## config.mk

```make
export PLATFORM = sky130hd
export DESIGN_NAME = alu_result_serializer_flat
export DESIGN_NICKNAME = d
export VERILOG_FILES = /design/src/rtl/alu_result_serializer_pkg.sv /design/src/rtl/alu_result_serializer_if.sv /design/src/rtl/alu_result_serializer_tx_bit_timer.sv /design/src/rtl/alu_result_serializer.sv /design/src/flat_wrapper.sv
export SDC_FILE = /design/constraint.sdc
export NUM_CORES = 1
export LEC_CHECK = 0
export ABC_AREA = 0
export BUFFER_PORTS_ARGS = -buffer_cell sky130_fd_sc_hd__clkbuf_2
export CORE_MARGIN = 1.5
export CORE_UTILIZATION = 47
export CTS_CLUSTER_SIZE = 14
export DETAILED_ROUTE_END_ITERATION = 7
export GPL_ROUTABILITY_DRIVEN = 0
export PLACE_DENSITY = 0.76
export SLEW_MARGIN = 20
export SYNTH_ARGS = -nofsm -noshare
export SYNTH_HDL_FRONTEND = slang
export SYNTH_SLANG_ARGS = --single-unit
```

## constraint.sdc

```tcl
create_clock -name clk -period 4.2 [get_ports clk]
set_input_delay 0.42 -clock clk [delete_from_list [all_inputs] [get_ports clk]]
set_output_delay 0.42 -clock clk [all_outputs]
set_load 0.005 [all_outputs]
```

## src/rtl/alu_result_serializer_pkg.sv

```systemverilog
// Shared types, constants and checksum helpers for the ALU result serializer.
// The CRC function is also used by verification to predict control packets.
package alu_result_serializer_pkg;

  typedef enum logic {
    PKT_DATA = 1'b0,
    PKT_CMD  = 1'b1
  } pkt_type_e;

  typedef enum logic [1:0] {
    ST_IDLE = 2'd0,
    ST_SEND = 2'd1,
    ST_DONE = 2'd2
  } ser_state_e;

  // Bit positions inside req_err_flags and req_alu_flags
  localparam int ERR_DATA      = 2;
  localparam int ERR_CRC       = 1;
  localparam int ERR_OP        = 0;
  localparam int FLAG_CARRY    = 3;
  localparam int FLAG_OVERFLOW = 2;
  localparam int FLAG_ZERO     = 1;
  localparam int FLAG_NEGATIVE = 0;

  localparam int PKT_BITS    = 11;
  localparam int RESULT_PKTS = 5;
  localparam logic [5:0] RESULT_LAST_BIT = 6'(PKT_BITS * RESULT_PKTS - 1);
  localparam logic [5:0] ERROR_LAST_BIT  = 6'(PKT_BITS - 1);

  // CRC-3 (x^3+x+1) over {C, 1'b0, flags}, MSB first, zero seed
  function automatic logic [2:0] crc3_calc(input logic [31:0] c, input logic [3:0] flags);
    logic [36:0] msg;
    logic [2:0]  crc;
    logic        fb;
    msg = {c, 1'b0, flags};
    crc = 3'b000;
    for (int i = 36; i >= 0; i--) begin
      fb  = crc[2] ^ msg[i];
      crc = {crc[1:0], 1'b0} ^ (fb ? 3'b011 : 3'b000);
    end
    return crc;
  endfunction

  function automatic logic err_parity(input logic [2:0] ef);
    return ^{1'b1, ef, ef};
  endfunction

endpackage

```

## src/rtl/alu_result_serializer_if.sv

```systemverilog
// Request handshake plus serial line between an ALU response source and the serializer.
interface alu_result_serializer_if;
  import alu_result_serializer_pkg::*;

  logic        req_valid;
  logic        req_ready;
  logic        req_error;
  logic [31:0] req_c;
  logic [3:0]  req_alu_flags;
  logic [2:0]  req_err_flags;
  logic        sout;
  logic        busy;

  modport master (
    output req_valid, req_error, req_c, req_alu_flags, req_err_flags,
    input  req_ready, sout, busy
  );

  modport slave (
    input  req_valid, req_error, req_c, req_alu_flags, req_err_flags,
    output req_ready, sout, busy
  );

endinterface

```

## src/rtl/alu_result_serializer_tx_bit_timer.sv

```systemverilog
// Bit-period timer: while enabled, pulses o_tick on the last clock of every BIT_CYCLES window.
module alu_tx_bit_timer
  import alu_result_serializer_pkg::*;
#(
  parameter int BIT_CYCLES = 1
) (
  input  logic clk,
  input  logic rst_n,
  input  logic i_en,
  output logic o_tick
);

  logic [7:0] r_cnt;

  assign o_tick = i_en && (r_cnt == 8'(BIT_CYCLES - 1));

  // Counter parks at zero when disabled so every response starts a fresh bit period
  always_ff @(posedge clk or negedge rst_n) begin
    if (!rst_n) begin
      r_cnt <= 8'd0;
    end else if (!i_en || o_tick) begin
      r_cnt <= 8'd0;
    end else begin
      r_cnt <= r_cnt + 8'd1;
    end
  end

endmodule

```

## src/rtl/alu_result_serializer.sv

```systemverilog
// Serializes a captured ALU result (4 data packets + control) or an error packet onto sout.
// Packets are 11 bits {start 0, type, payload MSB first, stop 1}, sent back-to-back.
module alu_result_serializer
  import alu_result_serializer_pkg::*;
#(
  parameter int BIT_CYCLES = 1
) (
  input logic                     clk,
  input logic                     rst_n,
  alu_result_serializer_if.slave  bus
);

  ser_state_e  r_state;
  logic        r_ready;
  logic        r_busy;
  logic        r_sout;
  logic        r_error;
  logic [31:0] r_c;
  logic [3:0]  r_flags;
  logic [2:0]  r_err_flags;
  logic [5:0]  r_bit_cnt;
  logic [2:0]  r_pkt_cnt;

  logic        w_tick;
  logic        w_xfer;
  logic        w_last;
  logic        w_next_bit;
  pkt_type_e   w_type;
  logic [3:0]  w_pos;
  logic [3:0]  w_nxt_pos;
  logic [2:0]  w_nxt_pkt;
  logic [2:0]  w_crc;
  logic [7:0]  w_payload;

  alu_tx_bit_timer #(
    .BIT_CYCLES(BIT_CYCLES)
  ) u_bit_timer (
    .clk    (clk),
    .rst_n  (rst_n),
    .i_en   (r_state == ST_SEND),
    .o_tick (w_tick)
  );

  // r_ready is only ever set in IDLE, so it alone qualifies the handshake
  assign w_xfer = bus.req_valid && r_ready;
  assign w_crc  = crc3_calc(r_c, r_flags);
  assign w_last = r_error ? (r_bit_cnt == ERROR_LAST_BIT) : (r_bit_cnt == RESULT_LAST_BIT);

  assign w_pos     = 4'(r_bit_cnt - 6'd11 * {3'b000, r_pkt_cnt});
  assign w_nxt_pos = (w_pos == 4'd10) ? 4'd0 : w_pos + 4'd1;
  assign w_nxt_pkt = (w_pos == 4'd10) ? r_pkt_cnt + 3'd1 : r_pkt_cnt;

  // Value of the bit that follows the one currently on sout
  always_comb begin
    w_type     = PKT_DATA;
    w_payload  = 8'h00;
    w_next_bit = 1'b1;
    if (r_error) begin
      w_type    = PKT_CMD;
      w_payload = {1'b1,
                   r_err_flags[ERR_DATA], r_err_flags[ERR_CRC], r_err_flags[ERR_OP],
                   r_err_flags[ERR_DATA], r_err_flags[ERR_CRC], r_err_flags[ERR_OP],
                   err_parity(r_err_flags)};
    end else begin
      case (w_nxt_pkt)
        3'd0:    w_payload = r_c[31:24];
        3'd1:    w_payload = r_c[23:16];
        3'd2:    w_payload = r_c[15:8];
        3'd3:    w_payload = r_c[7:0];
        default: begin
          w_type    = PKT_CMD;
          w_payload = {1'b0,
                       r_flags[FLAG_CARRY], r_flags[FLAG_OVERFLOW],
                       r_flags[FLAG_ZERO], r_flags[FLAG_NEGATIVE],
                       w_crc};
        end
      endcase
    end
    case (w_nxt_pos)
      4'd0:    w_next_bit = 1'b0;
      4'd1:    w_next_bit = w_type;
      4'd10:   w_next_bit = 1'b1;
      default: w_next_bit = w_payload[3'(4'd9 - w_nxt_pos)];
    endcase
  end

  always_ff @(posedge clk or negedge rst_n) begin
    if (!rst_n) begin
      r_state     <= ST_IDLE;
      r_ready     <= 1'b0;
      r_busy      <= 1'b0;
      r_sout      <= 1'b1;
      r_error     <= 1'b0;
      r_c         <= 32'd0;
      r_flags     <= 4'd0;
      r_err_flags <= 3'd0;
      r_bit_cnt   <= 6'd0;
      r_pkt_cnt   <= 3'd0;
    end else begin
      case (r_state)
        ST_IDLE: begin
          if (w_xfer) begin
            r_error     <= bus.req_error;
            r_c         <= bus.req_c;
            r_flags     <= bus.req_alu_flags;
            r_err_flags <= bus.req_err_flags;
            r_bit_cnt   <= 6'd0;
            r_pkt_cnt   <= 3'd0;
            r_sout      <= 1'b0;
            r_ready     <= 1'b0;
            r_busy      <= 1'b1;
            r_state     <= ST_SEND;
          end else begin
            r_sout  <= 1'b1;
            r_ready <= 1'b1;
            r_busy  <= 1'b0;
          end
        end
        ST_SEND: begin
          if (w_tick) begin
            if (w_last) begin
              r_sout  <= 1'b1;
              r_state <= ST_DONE;
            end else begin
              r_bit_cnt <= r_bit_cnt + 6'd1;
              r_pkt_cnt <= w_nxt_pkt;
              r_sout    <= w_next_bit;
            end
          end
        end
        ST_DONE: begin
          r_sout  <= 1'b1;
          r_ready <= 1'b1;
          r_busy  <= 1'b0;
          r_state <= ST_IDLE;
        end
        default: begin
          r_sout  <= 1'b1;
          r_state <= ST_IDLE;
        end
      endcase
    end
  end

  assign bus.req_ready = r_ready;
  assign bus.sout      = r_sout;
  assign bus.busy      = r_busy;

endmodule

```

## src/flat_wrapper.sv

```systemverilog
// flat-port wrapper written by rule: the top's interface ports become plain ports
module alu_result_serializer_flat import alu_result_serializer_pkg::*;
#(
  parameter int BIT_CYCLES = 1
)
  (clk, rst_n, bus_req_valid, bus_req_error, bus_req_c, bus_req_alu_flags, bus_req_err_flags, bus_req_ready, bus_sout, bus_busy);
  alu_result_serializer_if bus_i ();
  input logic clk;
  input logic rst_n;
  input wire logic [$bits(bus_i.req_valid)-1:0] bus_req_valid;
  input wire logic [$bits(bus_i.req_error)-1:0] bus_req_error;
  input wire logic [$bits(bus_i.req_c)-1:0] bus_req_c;
  input wire logic [$bits(bus_i.req_alu_flags)-1:0] bus_req_alu_flags;
  input wire logic [$bits(bus_i.req_err_flags)-1:0] bus_req_err_flags;
  output wire logic [$bits(bus_i.req_ready)-1:0] bus_req_ready;
  output wire logic [$bits(bus_i.sout)-1:0] bus_sout;
  output wire logic [$bits(bus_i.busy)-1:0] bus_busy;
  assign bus_i.req_valid = bus_req_valid;
  assign bus_i.req_error = bus_req_error;
  assign bus_i.req_c = bus_req_c;
  assign bus_i.req_alu_flags = bus_req_alu_flags;
  assign bus_i.req_err_flags = bus_req_err_flags;
  assign bus_req_ready = bus_i.req_ready;
  assign bus_sout = bus_i.sout;
  assign bus_busy = bus_i.busy;
  alu_result_serializer #(.BIT_CYCLES(BIT_CYCLES)) u_core (.clk(clk), .rst_n(rst_n), .bus(bus_i));
endmodule
```

==> run metrics <==
status=complete, no violations; top sig layer=met4; # setup viols final=0; top cell type by total area after synthesis=dfrtp_1; I/O Pins=46; Detailed Route Iter0 Violations=319; Yosys warning count=0; wire length on met3=536 microns; Final Routed Wirelength=~9000 microns; Max Cap Viol=0; IO buf count=45; minimum clock period=roughly 3900 ps; setup bufs post-CTS=0; vias in the first global route=3020; fraction of layout cells with a size suffix above 1=33.00%; CTS clk-pin slew, worst paths=approximately 70 ps; count of cell types in the netlist=70; nets=459; met2 WL=between 4000 and 5000 microns; count of antenna-violating nets left after detailed routing=0; Worst-Margin Slew=around 800 ps; worst skew pair latency=350 ps; RSZ-0062 raised after global routing=no; first-pass GRT wire length=roughly 15000 microns; Startpoint Class=register; ant diodes=0; Max Buffers Root-to-Sink=2; initial antenna violation count=0; die area=0.009112 sq mm; CP top delay family=compound AO/OA/AOI/OAI gates; HP Class=in2async; TritonCTS clock tree=yes; crit path kind=reg2reg; Fin. Hold Viols=0; fill count=725; Hold Buf Count CTS=0; worst path bufs/invs=1; CTS root buf=clkbuf_8; met1 wire length=3615 microns; grt total ovfl=0; core box area=0.008258 sq mm; Pins Over Slew Limit=0; Die H=about 95 microns; Final HPWL DP=6691 microns; achievable frequency=0.2563 GHz; Synth Net Count=410; Seq/Total Area, Yosys=38.65%; count leader, synth=dfrtp_1; Largest stage delay, worst path=590 ps; via/cell ratio=5.898; most instantiated cells after synthesis=dfrtp_1 (61), mux2_2 (41), xnor2_1 (29); synth-to-layout area growth=12.68%; relative slew slack=about 47%; synthesized area=~0.0040 sq mm; Area contributors post-synth=dfrtp_1 (38%), mux2_2 (11%), xnor2_1 (6.3%); largest net degree at the start of global routing=50; Num CTS Buffers=9; flops & latches, synth=62; Avg WL per Cell=approximately 18 microns; period utilization=92.92%; Vias=3014; CP max FO=11; Avg Synthesized Cell Area=11.41 sq um; Clock H-tree levels=3; post-cts sizing count=0; global-route usage over all layers=21.53%; clock tree sinks=between 60 and 70; Die X=between 90 and 100 microns; initial cell density of the core=48.65%; ys flop type=dfrtp_1; cells after synthesis=352; asr flop ratio synth=between 90% and 100%; TNS Setup=0 ps; Post-synth EDFFs=0; Clock Skews=4.699 ps; drt first pass iters=6; area fraction of the dominant cell type after synthesis=37.99%; crit-path cells=ha_1, ha_1, inv_1, ha_1, a21oi_1, o21ai_4, xnor3_2, a21oi_2, mux2_2, o311ai_0, a21oi_1, o2111ai_1, o221ai_2; drt drc=0; Critical Path Sink Type=register; Crit-path slowest cell=dfrtp_1; WP data arrival=4160 ps; Req. time, crit path=4460 ps; row cnt=33; most used cell, CP=ha_1
==> worst register-to-register path: stages (launching register included) <==
cell and delay (ps):
dfrtp_1 590, ha_1 320, ha_1 290, inv_1 50, ha_1 330, a21oi_1 240
o21ai_4 130, xnor3_2 500, a21oi_2 320, mux2_2 370, o311ai_0 340, a21oi_1 70
o2111ai_1 150, o221ai_2 130
==> layer usage <==
layer / vias to the layer above / global-route usage [%]
li1: 1371 / -
met1: 1480 / 25.73
met2: 125 / 35.82
met3: 38 / 5.821
met4: 0 / 10.29
met5: - / 0
==> per-stage QoR <==
| step | util, % | setup slack, ps | hold WS [ps] | instance area [sq um] | instances |
|---|---|---|---|---|---|
| 2_1_floorplan | - | 814.6 | 124.4 | 4018 | 352 |
| 5_1_grt | 54.82 | 65.87 | 205.2 | 4527 | 511 |
| 3_3_place_gp | 52.52 | 523.7 | 468.2 | 4337 | 495 |
| 4_1_cts | 54.82 | 346.9 | 172.6 | 4527 | 511 |
| 6_report | 54.82 | 297.6 | 145.0 | 4527 | 511 |
| 3_5_place_dp | 52.52 | 347.2 | 474.8 | 4337 | 495 |
==> final timing paths <==
kind / endpoint / start / slack, ps / cells past startpoint
setup / recovery: u_core.bus.sout / u_core.r_pkt_cnt[2] / 300 / 13
hold / removal: u_core.u_bit_timer.r_cnt[2] / rst_n / 150 / 1
setup reg to reg: u_core.bus.sout / u_core.r_pkt_cnt[2] / 300 / 13
hold reg to reg: u_core.bus.busy / u_core.bus.busy / 480 / 1
max in group asynchronous: u_core.r_c[12] / rst_n / 3150 / 2
min in group clk: u_core.r_error / bus_req_error / 290 / 3
==> layout by cell type, fill, tap and decap left out, types with 3 or more instances in the layout <==
master,count
and3_1,5
inv_1,14
a211oi_1,4
xor2_1,14
nor2_1,18
clkbuf_8,9
and2_1,4
nand4_1,4
mux2i_1,5
xnor3_2,5
xnor2_1,29
a22oi_1,3
nor4_1,3
a222oi_1,4
xnor2_2,4
o21ai_0,10
nand3_1,9
o2111ai_1,3
a21oi_1,8
nand2_1,23
ha_1,14
nor3_1,3
mux2_2,41
o22ai_1,3
dfrtp_1,61
clkinvlp_4,3
clkbuf_2,45
buf_4,4
xnor3_1,4
==> cells by family (layout without fill, tap and decap cells) <==
family	count (synthesis)	after routing	share of synthesized area, %
simple gates	79	79	9.498
fa+ha+maj	15	15	4.858
buf+inv	26	80	3.207
mux	48	48	13.36
xor+xnor	59	59	17.94
compound gates	63	63	12.49
flops	62	62	38.65
==> sequential cells by signal (all words and copies together), names as in the netlist <==
register,flops
u_core.bus.busy,1
u_core.bus.req_ready,1
u_core.bus.sout,1
u_core.r_bit_cnt,6
u_core.r_c,32
u_core.r_err_flags,3
u_core.r_error,1
u_core.r_flags,4
u_core.r_pkt_cnt,3
u_core.r_state,2
u_core.u_bit_timer.r_cnt,8
==> layout make-up <==
class,instances,area [sq um],share of cell area [%]
clock buffers,10,127.6,2.819
clock inverters,6,62.56,1.382
inverters,15,56.30,1.244
multi-input cells,264,2341,51.71
flip-flops and latches,62,1553,34.30
well taps,105,131.4,2.902
repair buffers,49,255.2,5.638
Power is not shown: default switching activity piles up to over one toggle a cycle in this logic, so the estimate is an artifact.
